==> config.mk <==
export PLATFORM = sky130hd
export DESIGN_NAME = hazard_unit_scoreboard
export DESIGN_NICKNAME = d
export VERILOG_FILES = /design/src/rtl/hazard_unit_scoreboard.sv
export SDC_FILE = /design/constraint.sdc
export NUM_CORES = 1
export LEC_CHECK = 0
export CAP_MARGIN = 5
export CELL_PAD_IN_SITES_DETAIL_PLACEMENT = 0
export CELL_PAD_IN_SITES_GLOBAL_PLACEMENT = 1
export CORE_UTILIZATION = 21
export DETAILED_ROUTE_END_ITERATION = 8
export PLACE_DENSITY_LB_ADDON = 0.1
export SYNTH_ARGS = -nofsm -noshare
export SYNTH_HDL_FRONTEND = slang
export SYNTH_SLANG_ARGS = --single-unit
==> constraint.sdc <==
create_clock -name clk -period 4.3 [get_ports clk]
set_clock_uncertainty 0.1 [all_clocks]
set_input_delay 0.645 -clock clk [delete_from_list [all_inputs] [get_ports clk]]
set_output_delay 0.645 -clock clk [all_outputs]
set_load 0.05 [all_outputs]
==> src/rtl/hazard_unit_scoreboard.sv <==
// hazard_unit_scoreboard: pipeline stall/flush/forward control with PC-write and multi-cycle tracking
module hazard_unit_scoreboard #(
  parameter int unsigned RAW     = 4,
  parameter int unsigned NUM_SRC = 3,
  parameter int unsigned MUL_LAT = 3,
  parameter int unsigned PC_REG  = 15
) (
  input  logic                     clk,
  input  logic                     reset,
  input  logic [NUM_SRC*RAW-1:0]   SrcAddrD,
  input  logic [NUM_SRC-1:0]       SrcValidD,
  input  logic [NUM_SRC*RAW-1:0]   SrcAddrE,
  input  logic [NUM_SRC-1:0]       SrcValidE,
  input  logic [RAW-1:0]           WA3E,
  input  logic [RAW-1:0]           WA3M,
  input  logic [RAW-1:0]           WA3W,
  input  logic                     RegWriteE,
  input  logic                     RegWriteM,
  input  logic                     RegWriteW,
  input  logic                     MemtoRegE,
  input  logic                     PCSrcD,
  input  logic                     BranchTakenE,
  input  logic                     MulStartE,
  output logic [2*NUM_SRC-1:0]     ForwardE,
  output logic                     StallF,
  output logic                     StallD,
  output logic                     StallE,
  output logic                     FlushD,
  output logic                     FlushE,
  output logic                     FlushM,
  output logic                     PCWrPendingF
);
  localparam int unsigned CW = $clog2(MUL_LAT + 1);
  logic [NUM_SRC-1:0] ld_hit;
  logic [CW-1:0]      cnt_q, cnt_d;
  logic [2:0]         pend_q, pend_d;
  logic               ldr_stall, mul_busy;
  for (genvar i = 0; i < NUM_SRC; i++) begin : g_src
    logic [RAW-1:0] a;
    logic           fm, fw;
    assign a  = SrcAddrE[i*RAW +: RAW];
    assign fm = SrcValidE[i] & RegWriteM & (a == WA3M) & (a != RAW'(PC_REG));
    assign fw = SrcValidE[i] & RegWriteW & (a == WA3W) & (a != RAW'(PC_REG));
    assign ForwardE[2*i +: 2] = fm ? 2'b10 : fw ? 2'b01 : 2'b00;
    assign ld_hit[i] = SrcValidD[i] & (SrcAddrD[i*RAW +: RAW] == WA3E);
  end
  // MUL_LAT=1 loads zero, so the op never registers as busy
  always_comb begin
    ldr_stall    = MemtoRegE & RegWriteE & |ld_hit;
    mul_busy     = cnt_q != '0;
    cnt_d        = mul_busy ? cnt_q - CW'(1) : MulStartE ? CW'(MUL_LAT - 1) : '0;
    pend_d       = mul_busy ? {pend_q[1], 1'b0, pend_q[0]}
                            : {pend_q[1:0], PCSrcD & ~ldr_stall & ~BranchTakenE};
    PCWrPendingF = PCSrcD | |pend_q;
    StallF       = ldr_stall | PCWrPendingF | mul_busy;
    StallD       = ldr_stall | mul_busy;
    StallE       = mul_busy;
    FlushD       = ~mul_busy & ((PCWrPendingF & ~ldr_stall) | BranchTakenE);
    FlushE       = ~mul_busy & (ldr_stall | BranchTakenE);
    FlushM       = mul_busy;
  end
  always_ff @(posedge clk) begin
    if (reset) begin
      cnt_q  <= '0;
      pend_q <= '0;
    end else begin
      cnt_q  <= cnt_d;
      pend_q <= pend_d;
    end
  end
endmodule

==> results of run 1 <==
[power by group through the flow]
stage / clock network, mW / registers, mW / logic (mW)
5_1_grt: 0.0652 / 0.0497 / 0.158
3_5_place_dp: 0 / 0.0505 / 0.149
3_3_place_gp: 0 / 0.0505 / 0.148
4_1_cts: 0.0600 / 0.0495 / 0.149
6_report: 0.0546 / 0.0496 / 0.148
2_1_floorplan: 0 / 0.0502 / 0.0698
[cell families (layout without fill, tap and decap cells)]
group	Yosys count	after routing	synth area share [%]
simple gates	37	37	30.53
xor+xnor	36	36	45.26
buf+inv	7	70	5.790
flops	5	5	14.04
compound gates	4	4	4.386
[metal layers]
layer	GRT usage, %	routed length (um)
met1	17.59	1071
met5	0	0
met4	0.9967	0
met2	22.14	1064
met3	4.329	172
[registers in the layout (all words and copies together) (netlist names)]
register  flops
pend_q        3
cnt_q         2
[layout make-up]
| class | count | area, um^2 | share of cell area (%) |
|---|---|---|---|
| repair buffers | 63 | 630.6 | 45.20 |
| multi-input cells | 77 | 571.8 | 40.99 |
| flip-flops and latches | 5 | 100.1 | 7.175 |
| well taps | 44 | 55.05 | 3.946 |
| clock buffers | 4 | 26.28 | 1.883 |
| inverters | 3 | 11.26 | 0.8072 |
[through the flow]
step                worst slack (ns)  cell area (um^2)  std cells  power [mW]
detailed placement            0.6331              1369        192      0.1992
CTS                           0.6364              1395        196      0.2587
global route                  0.5836              1395        196      0.2726
floorplan                      1.309             713.2         89      0.1201
global placement              0.6562              1369        192      0.1989
finish                        0.6595              1395        196      0.2521
[final timing paths]
check	startpoint	end	slack, ns
worst max-delay path	WA3E[2]	FlushE	0.66
worst min-delay path	cnt_q[0]	cnt_q[0]	0.34
worst max register to register	cnt_q[1]	pend_q[0]	2.97
worst min register to register	cnt_q[0]	cnt_q[0]	0.34
[cells in the final DEF (no fill, tap or decap)]
| cell | n |
|---|---|
| nand3_1 | 4 |
| nand4_1 | 13 |
| nor3_1 | 4 |
| dfxtp_1 | 5 |
| nand2_1 | 2 |
| clkbuf_1 | 1 |
| clkbuf_4 | 3 |
| xor2_2 | 1 |
| nor4_1 | 6 |
| or4_4 | 1 |
| a41o_1 | 1 |
| a32o_1 | 1 |
| a21oi_1 | 1 |
| clkdlybuf4s50_1 | 63 |
| nor3b_1 | 3 |
| xnor2_1 | 18 |
| a31oi_1 | 1 |
| inv_1 | 3 |
| nor2_1 | 3 |
| nor2b_1 | 1 |
| xor2_1 | 17 |
==> impl_metrics.ini, run 1 <==
[place]
gp_congestion = 0.8685
dp_hpwl_um = 2095
numPortBuffers = 63

[route]
first_pass_iters = 4
finalWirelength_um = 2308
via_per_inst = 4.393
post-route-drc-count = 0
wire_per_inst_um = 11.78
drt_iter0_drc = 14
vias = 861
antenna_left = 0

[die]
die_w_um = 60.28
ioPinCount = 64
core.rowCount = 20
die_h_um = 60.28
die_area_um2 = 3633
start_util_pct = 22.80
coreArea_um2 = 3128

[critical_path]
path_cells = clkdlybuf4s50_1 -> xnor2_1 -> nand4_1 -> or4_4 -> a31oi_1 -> clkdlybuf4s50_1
crit_type = primary input to output port
r2r_cells = 4
cp-start-kind = primary input
cp_slowest_cell = clkdlybuf4s50_1
crit_top_cell = clkdlybuf4s50_1
cp_top_family = buffers and inverters
arrival_ns = 2.90
max_stage_delay_ns = 0.82
worst-path-max-fanout = 5
cp.depth = 6
cp_data_required_time_ns = 3.56
cp-end-kind = output port
cp_num_buf_inv = 2

[clock_tree]
cts_max_path_buffers = 2
hold_buffers = 0
cts_root_buf = clkbuf_4
cts_made_buffers = 3
clock_latency_ns = 0.24
htreeDepth = 1
cts-resized-gates = 0
cts_setup_buffers = 0
cts_tree = done
path_clk_slew_ns = 0.04
cts_sinks = 5

[outcome]
outcome = complete, no violations

[global_routing]
grt_pass1_vias = 852
antenna_found_initial = 0
grt_max_degree = 7
grt_use_total_pct = 13.43
gr-total-overflow = 0
grt_pass1_wl_um = 3650

[sta]
fin_crit_sh_pct = 84.66
fin_crit_ns = 3.641
worstMarginPinSlew_ns = 0.5023
tns_ns = 0
rsz0062_at_grt = false
hold_slack_ns = 0.3395
hold_viol = 0
setup_viol = 0
max_freq_mhz = 274.7
relSlewSlack_pct = 66.41
slew_viol_final = 0

[logic_synthesis]
syn_inst = 89
ys_warn_count = 0
synth_top_area_share_pct = 22.11
yosys-top-cells-count = xnor2_1 (18), xor2_1 (17), nand4_1 (13)
yosys-top-cells-area = xnor2_1 (22%), xor2_1 (21%), dfxtp_1 (14%), nand4_1 (11%), nor4_1 (5.3%)
synth_fp_nets = 140
synth_edf_count = 0
syn_area_um2 = 713.2
synthFlopType = dfxtp_1
ys_ff_latch = 5
synth_top_cell_by_area = xnor2_1
syn_area_per_cell_um2 = 8.013
synth.distinct_cells = 19
ys_async_sr_fraction_pct = 0
yosysSeqAreaShare_pct = 14.04
synth_most_common_cell = xnor2_1

[pwr]
p_per_area_nw_per_um2 = 180.7
p_int_uw = 160.9
p_seq_share_pct = 19.7
swShare_pct = 36.16
leakage_nw = 0.4880
net-switching-power_uw = 91.13
comb_power_share_pct = 58.6
clock_power_share_pct = 21.7
irDropWorstVdd_v = 0.00006289

[finish]
fin_util_pct = 44.60
layout.nets = 204
fill_cells = 335
area.growth.synth_to_final_pct = 95.61
drive_above_1_share_pct = 3.289
diodes = 0

[hold_path]
hold_path_class = register to register
holdPathStages = 1

[job]
cap_violations = 0
Power figures use the tool's default switching activity.
==> run 2: changes to the inputs <==
Settings changed: CORE_UTILIZATION 21 to 18.
Clock period 4.3 ns to 3.3 ns, I/O delays scaled along.
==> impl_metrics.ini, run 2 (same netlist as run 1, synthesis figures left out) <==
[route]
post-route-drc-count = 0
finalWirelength_um = 2442
vias = 869
antenna_left = 0
wire_per_inst_um = 12.21
first_pass_iters = 4
via_per_inst = 4.345
drt_iter0_drc = 46

[sta]
rsz0062_at_grt = false
tns_ns = 0
worst_slack_ns = 0.2123
max_freq_mhz = 323.9
setup_viol = 0
relSlewSlack_pct = 66.28
slew_viol_final = 0
fin_crit_ns = 3.088
worstMarginPinSlew_ns = 0.5012
fin_crit_sh_pct = 93.57
hold_viol = 0

[clock_tree]
htreeDepth = 1
cts_max_path_buffers = 2
cts_made_buffers = 3
cts_sinks = 5
cts_setup_buffers = 0
cts_tree = done
hold_buffers = 0
cts-resized-gates = 0
path_clk_slew_ns = 0.03
clock_latency_ns = 0.22
cts_root_buf = clkbuf_8

[die]
die_area_um2 = 4218
coreArea_um2 = 3744
start_util_pct = 19.05
ioPinCount = 64
core.rowCount = 22
die_h_um = 64.95
die_w_um = 64.95

[place]
dp_hpwl_um = 2239
numPortBuffers = 63
place_inst = 196
place_ws_ns = 0.2529
gp_congestion = 0.7647

[critical_path]
cp_slowest_cell = clkdlybuf4s50_1
arrival_ns = 2.49
cp_data_required_time_ns = 2.70
max_stage_delay_ns = 0.72
worst-path-max-fanout = 3
cp_num_buf_inv = 2
cp-start-kind = primary input
r2r_cells = 4
cp-end-kind = output port
crit_type = primary input to output port
crit_top_cell = clkdlybuf4s50_1
path_cells = clkdlybuf4s50_1 -> xnor2_1 -> nand4_1 -> nor4_1 -> nor3_1 -> clkdlybuf4s50_1
cp.depth = 6
cp_top_family = buffers and inverters

[pwr]
p_seq_share_pct = 17.2
p_per_area_nw_per_um2 = 263.3
clock_power_share_pct = 29.0
comb_power_share_pct = 53.7
swShare_pct = 32.82
net-switching-power_uw = 124.1
leakage_nw = 0.5207
total_power_uw = 378.2
irDropWorstVdd_v = 0.00008777
p_int_uw = 254.1

[finish]
layout_commonest_cell = clkdlybuf4s50_1
largestRegisters = pend_q: 3 flops, cnt_q: 2 flops
fin_util_pct = 38.37
drive_above_1_share_pct = 8.553
layout.nets = 204
area.growth.synth_to_final_pct = 101.4
mostFrequentLayoutCells = clkdlybuf4s50_1 (55), xnor2_1 (18), xor2_1 (17)
largest_register = pend_q
largest_reg_flops = 3
diodes = 0
instances_no_fill = 200

[global_routing]
grt_pass1_wl_um = 3836
antenna_found_initial = 0
gr-total-overflow = 0
grt_pass1_vias = 872
grt_use_total_pct = 11.90
grt_max_degree = 7

[job]
cap_violations = 0

[hold_path]
hold_path_class = register to register
holdPathStages = 1

[outcome]
outcome = complete, no violations
-- run 2: metal layers --
metal / global-route usage (%) / part of all wire [%] / vias to the layer above
li1: - / - / 448
met1: 14.88 / 45 / 389
met2: 20.31 / 50 / 30
met3: 1.937 / 4.1 / 2
met4: 4.167 / 0.90 / 0
met5: 0 / 0 / -
-- run 2: worst register-to-register path, cell delays in order (launching register included) --
cell and delay [ns]:
dfxtp_1 0.32, nor2_1 0.34, inv_1 0.20, nor3_1 0.17, a41o_1 0.18
-- run 2: power groups by stage --
stage / sequential (mW) / clock [mW] / combinational [mW]
2_1_floorplan: 0.0654 / 0 / 0.0910
3_3_place_gp: 0.0657 / 0 / 0.205
3_5_place_dp: 0.0660 / 0 / 0.205
4_1_cts: 0.0652 / 0.113 / 0.205
5_1_grt: 0.0655 / 0.120 / 0.216
6_report: 0.0652 / 0.110 / 0.203
-- run 2: stage by stage --
step | hold slack [ns] | cell area, um^2
floorplan | 0.3180 | 713.2
global placement | 0.3320 | 1391
detailed placement | 0.3616 | 1391
CTS | 0.3664 | 1436
global route | 0.3907 | 1436
finish | 0.3629 | 1436
-- run 2: path summary, 6_finish.rpt --
check | slack [ns] | from | to
hold reg to reg | 0.36 | cnt_q[0] | cnt_q[0]
hold / removal | 0.36 | cnt_q[0] | cnt_q[0]
setup / recovery | 0.21 | WA3M[0] | ForwardE[0]
setup reg to reg | 1.94 | cnt_q[1] | pend_q[0]
-- run 2: layout make-up --
type	count	area, um^2
Clock buffer	4	45.04
Multi-Input combinational cell	77	571.8
Sequential cell	5	100.1
Fill cell	408	2307
Inverter	3	11.26
Timing Repair Buffer	63	648.1
Tap cell	48	60.06
